===== src/rtl/sram_arb_pkg.sv =====
// sram_arb_pkg: shared types and constants for the SRAM read-port arbiter.
//   arb_state_e  - arbiter sequencing state (idle / run / drain)
//   trk_entry_t  - one in-flight read slot {valid, id, err}
//   DEPTH_DEFAULT, ID_W - default SRAM depth and requester-index width
//   addr_in_range() - true when a read address falls inside the SRAM
package sram_arb_pkg;

  localparam int unsigned DEPTH_DEFAULT = 1024;
  localparam int unsigned ID_W          = 3;

  typedef enum logic [1:0] {
    StIdle  = 2'd0,
    StRun   = 2'd1,
    StDrain = 2'd2
  } arb_state_e;

  typedef struct packed {
    logic            valid;
    logic [ID_W-1:0] id;
    logic            err;
  } trk_entry_t;

  function automatic logic addr_in_range(input logic [31:0] addr, input int unsigned depth);
    return addr < depth;
  endfunction

endpackage


===== src/rtl/rr_arbiter.sv =====
// rr_arbiter: combinational round-robin pick over NUM_REQ request lines.
//   req_i   - request vector
//   ptr_i   - index of the previous winner; search starts at ptr_i+1
//   gnt_o   - one-hot winner (all zero when no request)
//   idx_o   - binary index of the winner
//   valid_o - high when any request is set
module rr_arbiter
  import sram_arb_pkg::*;
#(
  parameter int unsigned NUM_REQ = 4
) (
  input  logic [NUM_REQ-1:0] req_i,
  input  logic [ID_W-1:0]    ptr_i,
  output logic [NUM_REQ-1:0] gnt_o,
  output logic [ID_W-1:0]    idx_o,
  output logic               valid_o
);

  logic            hi_found;
  logic            lo_found;
  logic [ID_W-1:0] hi_idx;
  logic [ID_W-1:0] lo_idx;
  int              ptr_int;

  // Lowest requester above the pointer wins; otherwise wrap to the lowest
  // requester at or below it.
  always_comb begin
    ptr_int  = int'(ptr_i);
    hi_found = 1'b0;
    lo_found = 1'b0;
    hi_idx   = '0;
    lo_idx   = '0;
    for (int i = 0; i < int'(NUM_REQ); i++) begin
      if (req_i[i] && (i > ptr_int) && !hi_found) begin
        hi_found = 1'b1;
        hi_idx   = ID_W'(i);
      end
      if (req_i[i] && (i <= ptr_int) && !lo_found) begin
        lo_found = 1'b1;
        lo_idx   = ID_W'(i);
      end
    end
    valid_o = hi_found | lo_found;
    idx_o   = hi_found ? hi_idx : lo_idx;
    gnt_o   = '0;
    for (int i = 0; i < int'(NUM_REQ); i++) begin
      gnt_o[i] = valid_o && (ID_W'(i) == idx_o);
    end
  end

endmodule


===== src/rtl/sram_rd_arbiter.sv =====
// sram_rd_arbiter: round-robin arbiter and read sequencer for the single read
// port of the input-buffer SRAM. One grant per cycle; returned data is tagged
// with the requester index RD_LAT cycles after the grant.
//
// Ports:
//   clock, reset_n   - rising-edge clock, asynchronous active-low reset
//   enable           - gates new grants; in-flight reads still complete
//   req, req_addr    - per-requester level request and address
//                      (requester i at req_addr[i*ADDR_W +: ADDR_W])
//   gnt              - registered one-hot grant pulse
//   sram_addr        - registered SRAM read address
//   sram_data        - SRAM read data
//   rd_valid, rd_data, rd_id, rd_err - returned word, its requester and
//                      out-of-range flag, strobed by rd_valid
//   idle             - no read in flight and no grant this cycle
//
// Build option: define SRAM_RD_ARB_RANGE_CHK_EN to flag granted addresses at or
// beyond DEPTH (address not driven, word returned as 0 with rd_err). Without
// it the address wraps modulo DEPTH and rd_err stays 0.
module sram_rd_arbiter
  import sram_arb_pkg::*;
#(
  parameter int unsigned NUM_REQ = 4,
  parameter int unsigned ADDR_W  = 13,
  parameter int unsigned DATA_W  = 8,
  parameter int unsigned DEPTH   = DEPTH_DEFAULT,
  parameter int unsigned RD_LAT  = 1
) (
  input  logic                      clock,
  input  logic                      reset_n,
  input  logic                      enable,
  input  logic [NUM_REQ-1:0]        req,
  input  logic [NUM_REQ*ADDR_W-1:0] req_addr,
  output logic [NUM_REQ-1:0]        gnt,
  output logic [ADDR_W-1:0]         sram_addr,
  input  logic [DATA_W-1:0]         sram_data,
  output logic                      rd_valid,
  output logic [DATA_W-1:0]         rd_data,
  output logic [ID_W-1:0]           rd_id,
  output logic                      rd_err,
  output logic                      idle
);

  logic [ID_W-1:0]    ptr_q, ptr_d;
  logic [NUM_REQ-1:0] gnt_q, gnt_d;
  logic [ADDR_W-1:0]  sram_addr_q, sram_addr_d;
  logic               rd_valid_q, rd_valid_d;
  logic [DATA_W-1:0]  rd_data_q, rd_data_d;
  logic [ID_W-1:0]    rd_id_q, rd_id_d;
  logic               rd_err_q, rd_err_d;
  logic               idle_q, idle_d;
  arb_state_e         state_q, state_d;

  trk_entry_t trk_q [RD_LAT];
  trk_entry_t trk_d [RD_LAT];
  trk_entry_t trk_out;
  logic       inflight_d;

  // Arbitration
  logic [NUM_REQ-1:0] pick_oh;
  logic [ID_W-1:0]    pick_idx;
  logic               pick_valid;
  logic               grant;

  rr_arbiter #(
    .NUM_REQ (NUM_REQ)
  ) u_rr_arbiter (
    .req_i   (req),
    .ptr_i   (ptr_q),
    .gnt_o   (pick_oh),
    .idx_o   (pick_idx),
    .valid_o (pick_valid)
  );

  assign grant = enable & pick_valid;

  logic [ADDR_W-1:0] sel_addr;

  always_comb begin
    sel_addr = '0;
    for (int i = 0; i < int'(NUM_REQ); i++) begin
      if (pick_oh[i]) begin
        sel_addr = req_addr[i*ADDR_W +: ADDR_W];
      end
    end
  end

  // Address path
  logic addr_err;

`ifdef SRAM_RD_ARB_RANGE_CHK_EN
  assign addr_err = !addr_in_range(32'(sel_addr), DEPTH);

  // An out-of-range grant leaves the SRAM re-reading its previous address.
  always_comb begin
    sram_addr_d = sram_addr_q;
    if (grant && !addr_err) begin
      sram_addr_d = sel_addr;
    end
  end
`else
  assign addr_err = 1'b0;

  always_comb begin
    sram_addr_d = sram_addr_q;
    if (grant) begin
      sram_addr_d = ADDR_W'(32'(sel_addr) % DEPTH);
    end
  end
`endif

  assign ptr_d = grant ? pick_idx : ptr_q;
  assign gnt_d = grant ? pick_oh : '0;

  // In-flight tracker: slot 0 takes this edge's grant, the last slot is the
  // read whose data is on sram_data now.
  always_comb begin
    trk_d[0] = '{valid: grant, id: pick_idx, err: grant & addr_err};
    for (int i = 1; i < int'(RD_LAT); i++) begin
      trk_d[i] = trk_q[i-1];
    end
    trk_out    = trk_q[RD_LAT-1];
    inflight_d = 1'b0;
    for (int i = 0; i < int'(RD_LAT); i++) begin
      inflight_d = inflight_d | trk_d[i].valid;
    end
  end

  // Return path
  always_comb begin
    rd_valid_d = trk_out.valid;
    rd_data_d  = rd_data_q;
    rd_id_d    = rd_id_q;
    rd_err_d   = rd_err_q;
    if (trk_out.valid) begin
      rd_data_d = trk_out.err ? '0 : sram_data;
      rd_id_d   = trk_out.id;
      rd_err_d  = trk_out.err;
    end
  end

  // A word being returned still counts as busy, so idle rises one cycle
  // after the last rd_valid.
  assign idle_d = !grant && !inflight_d && !rd_valid_d;

  // Sequencing state
  always_comb begin
    state_d = state_q;
    unique case (state_q)
      StIdle: begin
        if (enable) begin
          state_d = StRun;
        end
      end
      StRun: begin
        if (!enable) begin
          state_d = (inflight_d || rd_valid_d) ? StDrain : StIdle;
        end
      end
      StDrain: begin
        if (enable) begin
          state_d = StRun;
        end else if (!inflight_d && !rd_valid_d) begin
          state_d = StIdle;
        end
      end
      default: state_d = StIdle;
    endcase
  end

  always_ff @(posedge clock or negedge reset_n) begin
    if (!reset_n) begin
      ptr_q       <= ID_W'(NUM_REQ - 1);
      gnt_q       <= '0;
      sram_addr_q <= '0;
      rd_valid_q  <= 1'b0;
      rd_data_q   <= '0;
      rd_id_q     <= '0;
      rd_err_q    <= 1'b0;
      idle_q      <= 1'b1;
      state_q     <= StIdle;
      for (int i = 0; i < int'(RD_LAT); i++) begin
        trk_q[i] <= '0;
      end
    end else begin
      ptr_q       <= ptr_d;
      gnt_q       <= gnt_d;
      sram_addr_q <= sram_addr_d;
      rd_valid_q  <= rd_valid_d;
      rd_data_q   <= rd_data_d;
      rd_id_q     <= rd_id_d;
      rd_err_q    <= rd_err_d;
      idle_q      <= idle_d;
      state_q     <= state_d;
      for (int i = 0; i < int'(RD_LAT); i++) begin
        trk_q[i] <= trk_d[i];
      end
    end
  end

  assign gnt       = gnt_q;
  assign sram_addr = sram_addr_q;
  assign rd_valid  = rd_valid_q;
  assign rd_data   = rd_data_q;
  assign rd_id     = rd_id_q;
  assign rd_err    = rd_err_q;
  assign idle      = idle_q;

endmodule


===== config.mk =====
export PLATFORM = sky130hd
export DESIGN_NAME = sram_rd_arbiter
export DESIGN_NICKNAME = d
export VERILOG_FILES = /design/src/rtl/sram_arb_pkg.sv /design/src/rtl/rr_arbiter.sv /design/src/rtl/sram_rd_arbiter.sv
export SDC_FILE = /design/constraint.sdc
export NUM_CORES = 1
export LEC_CHECK = 0
export ABC_AREA = 1
export CORE_UTILIZATION = 34
export DETAILED_ROUTE_END_ITERATION = 8
export PLACE_DENSITY = 0.76
export SYNTH_ARGS = -nofsm -noshare
export SYNTH_HDL_FRONTEND = slang
export SYNTH_SLANG_ARGS = --single-unit

===== constraint.sdc =====
create_clock -name clock -period 1.4 [get_ports clock]
set_input_delay 0.14 -clock clock [delete_from_list [all_inputs] [get_ports clock]]
set_output_delay 0.14 -clock clock [all_outputs]
set_load 0.02 [all_outputs]

==> results.tsv, run 1 <==
metric	value	unit
cts_tree	done	
ys_warn_count	0	
cts_hold_buf	0	
ioPinCount	98	
num-fill-cells	406	
finalSetupTns	-5.255	ns
path_delay_family	flip-flops	
skew	0.008268	ns
path_buf_inv	2	
netlist_area	0.001659	mm²
cpMaxStageDelayCell	dfstp_2	
finalCritPeriodShare	128.1	%
synth_cell_type_count	25	
rsz0062_at_grt	yes	
postPlaceCellArea	0.002623	mm²
synth_edf_count	0	
avgViaCountPerCell	4.683	
hold_viol	0	
hpwlAfterDp	3236	µm
drt-initial-drc-count	115	
grt_overflow	0	
violations	setup timing	
grt_usage	17.67	%
num_vias	1700	
drc	0	
design_area	0.002968	mm²
yosys.area.top_type	dfrtp_1	
port-buffer-count	80	
ant_nets	0	
path_clk_slew	0.07	ns
async_flop_share	100.0	%
cts_sinks	31	
clock_path_buffers	2	
synthDominantCellAreaShare	42.23	%
peakVddDrop	0.7296	mV
dieArea	0.005163	mm²
finalNetCount	362	
synth_ff_type	dfrtp_1	
firstDrtPassIters	4	
grt_start_max_net_pins	32	
initial_core_util	35.13	%
cts_max_level	2	
drive_gt1_share	27.36	%
critPathMaxStageDelay	0.60	ns
avgSynthCellArea	8.641	µm²
setup_ws	-0.3935	ns
core_area	0.004723	mm²
rows	25	
n_antenna_cell	0	
grt_pass1_vias	1554	
synth_cells	192	
place_congestion	0.8293	
max_freq	557.6	MHz
antenna_found_initial	0	
yosys_register_bits	31	
syn_to_final_growth	78.88	%
min_period	1.794	ns
cp_data_required_time	1.58	ns
synthTopCellsByCount	nor2_1, nand3_1, nand2_1	
power.density	1338	mW/mm²
dp_worst_setup_slack	-0.4123	ns
clk_latency	0.29	ns
yosysSeqAreaShare	46.98	%
final-setup-viol-count	19	
hold_path_class	in -> async	
root_buffer	clkbuf_8	
fin_hold_ws	0.2123	ns
end_kind	flip-flop	
critPathLaunchType	flip-flop	
path_class	reg -> reg	
ys_top_cells_by_area	dfrtp_1, nand3_1, nor2_1, nand2_1, mux2_2	
outcome	finished, violations left	
fp.dieW	71.86	µm
synth_most_common_cell	nor2_1	
die_y	71.86	µm
avgRoutedWirePerCell	12.80	µm
grt_pass1_wl	6975	µm
fin_util	62.83	%
routed_wirelength	4648	µm
crit_chain	nand2_2 -> nand2_2 -> nor2_4 -> o21ai_4 -> a21boi_4 -> buf_4 -> buf_4 -> nand3_1 -> nand3_1 -> nor2_1 -> nor2_1	
final_max_slew_viol_count	0	
arrival	1.97	ns
cts_buffers	5	
p_leak	1.404	nW
cap_violations	0	
path_max_fanout	5	
flip-flops by register name, indices dropped and copies added, names as in the netlist:
| register | cells |
|---|---|
| sram_addr | 10 |
| rd_data | 8 |
| gnt | 4 |
| ptr_q | 2 |
| rd_id | 2 |
| trk_out | 2 |
| idle | 1 |
| rd_valid | 1 |
| rd_valid_d | 1 |
power breakdown:
group	switching, W	internal, W	leakage, nW
registers	0.000112	0.00112	0.363
clock network	0.000314	0.000395	0.0482
logic	0.00101	0.00102	0.993
repair_timing:
item	CTS	global route
pin swaps	2	21
setup buffers	1	8
gates cloned	0	1
hold endpoints to repair	0	0
gates resized for setup	14	39
endpoints found under the setup margin	20	33
cell families (layout without fill, tap and decap cells):
kind of cell	Yosys count	count (layout)	share of synthesized area, %
buffers and inverters	21	121	8.144
and+or+nand+nor	125	125	35.60
other	1	5	0.2260
AOI/OAI and AO/OA	4	4	2.263
muxes	10	10	6.787
DFF	31	31	46.98
per-stage QoR:
stage	total power, W	cells
after floorplan	0.002229	196
after global placement	0.002939	345
after detailed placement	0.002973	345
after CTS	0.003762	354
after global routing	0.004237	363
final	0.003972	363
worst paths after layout:
check | startpoint | to | cells past startpoint | slack [ns]
worst max-delay path | ptr_q[1]$_DFFE_PN1P_ | sram_addr[6]$_DFFE_PN0P_ | 11 | -0.39
max in group asynchronous | reset_n | ptr_q[1]$_DFFE_PN1P_ | 2 | 0.95
min in group clock | sram_data[4] | rd_data[4]$_DFFE_PN0P_ | 2 | 0.46
worst min-delay path | reset_n | rd_data[4]$_DFFE_PN0P_ | 2 | 0.21
worst max register to register | ptr_q[1]$_DFFE_PN1P_ | sram_addr[6]$_DFFE_PN0P_ | 11 | -0.39
worst min register to register | trk_out[1]$_DFF_PN0_ | rd_id[0]$_DFFE_PN0P_ | 1 | 0.48
final cells by class:
| cell class | instances | area (µm²) | share of cell area [%] |
|---|---|---|---|
| timing repair buffer | 106 | 1122 | 37.82 |
| multi-input combinational | 144 | 857.1 | 28.88 |
| sequential | 31 | 779.5 | 26.26 |
| clock buffer | 7 | 86.33 | 2.909 |
| tap | 67 | 83.83 | 2.825 |
| inverter | 7 | 33.78 | 1.138 |
| clock inverter | 1 | 5.005 | 0.1686 |
per-layer routing:
layer	routed length, µm	up-vias	GRT usage [%]
li1	-	829	-
met1	1879	787	20.79
met2	2349	73	29.77
met3	332	11	5.626
met4	87	0	7.407
met5	0	-	0
placed cells by master (no fill, tap or decap):
master / netlist / routed
a21boi_4: 1 / 1
buf_6: 4 / 5
nand2_1: 32 / 25
clkbuf_8: 0 / 6
dfstp_2: 3 / 3
nand3_1: 34 / 28
conb_1: 1 / 5
dlymetal6s2s_1: 0 / 14
dlygate4sd2_1: 0 / 2
clkinv_2: 0 / 1
nand3b_1: 1 / 1
inv_1: 3 / 3
inv_2: 3 / 2
clkdlybuf4s50_1: 0 / 64
nand2_4: 2 / 3
o21ai_4: 0 / 1
buf_12: 0 / 6
buf_4: 6 / 15
nand2_2: 3 / 9
nor2_4: 1 / 4
nor2_2: 3 / 4
o21ai_0: 2 / 2
nand4_1: 7 / 7
nand3_4: 0 / 1
dfrtp_1: 28 / 28
nor2_1: 38 / 34
inv_8: 0 / 1
mux2_2: 10 / 10
clkinv_1: 1 / 1
nor3_2: 0 / 1
clkbuf_1: 1 / 1
nand3_2: 3 / 8
No activity file was read; power rests on OpenSTA's default activity.
==> run 2, diff against run 1 <==
--- a/config.mk
+++ b/config.mk
@@ -6,9 +6,9 @@
 export NUM_CORES = 1
 export LEC_CHECK = 0
 export ABC_AREA = 1
-export CORE_UTILIZATION = 34
+export CORE_UTILIZATION = 38
 export DETAILED_ROUTE_END_ITERATION = 8
-export PLACE_DENSITY = 0.76
+export PLACE_DENSITY = 0.8
 export SYNTH_ARGS = -nofsm -noshare
 export SYNTH_HDL_FRONTEND = slang
 export SYNTH_SLANG_ARGS = --single-unit
==> constraint.sdc (replaced) <==
create_clock -name clock -period 1.8 [get_ports clock]
set_input_delay 0.18 -clock clock [delete_from_list [all_inputs] [get_ports clock]]
set_output_delay 0.18 -clock clock [all_outputs]
set_load 0.02 [all_outputs]
==> run 2 against run 1 <==
  * The flow now finishes without violations
  * Worst setup slack gained 0.40 ns
  * Global-route usage grew 1.0 points
  * Clock power grew 0.6%
  * Register-to-register slack gained 0.40 ns
  * Final cell count shrank 8.0%
  * Non-clock buffer count shrank 12
  * Count of clock-buffer cells in the layout shrank 1
  * Critical path depth is the same
  * Sequential share of layout area grew 1.3 points
  * Routed wire length shrank 0.47%
  * Hold slack gained 0.083 ns
  * Sequential power shrank 22%
==> results.tsv, run 2 (synthesized netlist as in run 1, its figures left out) <==
metric	value	unit
dp_worst_setup_slack	-0.1272	ns
port-buffer-count	80	
power.density	1123	mW/mm²
ioPinCount	98	
rsz0062_at_grt	yes	
instances_no_fill	334	
critPathLaunchType	flip-flop	
end_kind	flip-flop	
largest_register_ffs	10	
hold_viol	0	
design_area	0.002829	mm²
n_antenna_cell	0	
fin_util	69.23	%
hpwlAfterDp	3136	µm
path_clk_slew	0.07	ns
dieArea	0.004634	mm²
path_class	reg -> reg	
avgViaCountPerCell	4.967	
finalNetCount	350	
final_max_slew_viol_count	0	
cap_violations	0	
setup.worst_path.start	ptr_q[1]$_DFFE_PN1P_	
grt_pass1_wl	6396	µm
routed_wirelength	4626	µm
skew	0.005445	ns
ant_nets	0	
initial_core_util	40.60	%
root_buffer	clkbuf_8	
r2r_cells	11	
drc	0	
outcome	complete, no violations	
arrival	1.97	ns
grt_start_max_net_pins	32	
cp_data_required_time	1.97	ns
min_period	1.794	ns
syn_to_final_growth	70.51	%
crit_end	sram_addr[4]$_DFFE_PN0P_	
cts_sinks	31	
firstDrtPassIters	4	
fp.dieW	68.08	µm
finalCritPeriodShare	99.68	%
worstReg2RegEnd	sram_addr[4]$_DFFE_PN0P_	
p_leak	1.230	nW
clk_latency	0.28	ns
path_delay_family	flip-flops	
postPlaceCellArea	0.002529	mm²
finalPower	0.003178	W
hold_path_class	in -> async	
crit_chain	nand2_2 -> nand2_2 -> nor2_4 -> o21ai_4 -> a21boi_4 -> buf_12 -> buf_8 -> nand3_2 -> nand3_2 -> nor2_1 -> nor2_1	
seq_area	779.5	µm²
antenna_found_initial	0	
rrSetupSlack	0.006	ns
num-fill-cells	319	
critPathMaxStageDelay	0.61	ns
cts_tree	done	
grt_usage	18.69	%
mostFrequentLayoutCells	clkdlybuf4s50_1, nor2_1, nand2_1	
grt_overflow	0	
peakVddDrop	0.5123	mV
dp_cells	322	
place_congestion	0.8580	
cpMaxStageDelayCell	dfstp_2	
core_area	0.004086	mm²
rows	23	
max_freq	557.3	MHz
avgRoutedWirePerCell	13.85	µm
setup_ws	0.005716	ns
drt-initial-drc-count	92	
cts_max_level	2	
die_y	68.08	µm
num_vias	1659	
final_common_cell	clkdlybuf4s50_1	
cts_buffers	5	
final-setup-viol-count	0	
multi_input_area	880.8	µm²
grt_pass1_vias	1445	
crit_cells	11	
drive_gt1_share	24.65	%
path_max_fanout	8	
clock_path_buffers	2	
r2r_start	ptr_q[1]$_DFFE_PN1P_	
path_buf_inv	2	
## run 2: layout make-up
cell class              count  share of cell area [%]
inverters                   7                   1.106
clock inverters             2                   1.238
repair buffers             94                   33.83
well taps                  50                   2.211
multi-input cells         144                   31.14
flip-flops and latches     31                   27.55
clock buffers               6                   2.919
## run 2: metrics by stage
stage          hold WS (ns)  TNS (ns)
3_5_place_dp         0.4756    -1.048
6_report             0.2956         0
3_3_place_gp         0.4569   -0.3775
5_1_grt              0.3585   -0.3053
4_1_cts              0.3055         0
2_1_floorplan       -0.1156         0
## run 2: what timing repair did
item                                   CTS  global route
setup endpoints to repair                0            12
buffers inserted                         0             4
endpoints found under the hold margin    0             0
gates resized for setup                  0            39
hold buffers                             0             0
## run 2: worst min-delay path by stage
stage / slack (ns) / depth (start not counted) / end
2_1_floorplan: -0.12 / 0 / gnt[0]$_DFF_PN0_
3_3_place_gp: 0.46 / 1 / rd_id[0]$_DFFE_PN0P_
3_5_place_dp: 0.48 / 1 / rd_id[1]$_DFFE_PN0P_
4_1_cts: 0.31 / 2 / rd_data[2]$_DFFE_PN0P_
5_1_grt: 0.36 / 2 / sram_addr[8]$_DFFE_PN0P_
6_report: 0.30 / 2 / rd_data[2]$_DFFE_PN0P_
## run 2: report_power, final
| group | switching, W | internal, W | total [W] |
|---|---|---|---|
| Clock | 0.000265 | 0.000448 | 0.000713 |
| Sequential | 0.0000956 | 0.000867 | 0.000963 |
| Combinational | 0.000789 | 0.000713 | 0.00150 |
## run 2: layer usage
layer  routed length [µm]  track usage [%]
met3                  349            5.167
met4                   44            4.948
met2                 2345            33.21
met1                 1887            21.85
met5                    0                0
==> run 3, diff against run 2 <==
--- a/config.mk
+++ b/config.mk
@@ -7,6 +7,7 @@
 export LEC_CHECK = 0
 export ABC_AREA = 1
 export CORE_UTILIZATION = 38
+export CTS_CLUSTER_DIAMETER = 30
 export DETAILED_ROUTE_END_ITERATION = 8
 export PLACE_DENSITY = 0.8
 export SYNTH_ARGS = -nofsm -noshare
==> results of run 3 <==
Same layout as run 2: the final DEF is identical, and so are final timing and power.
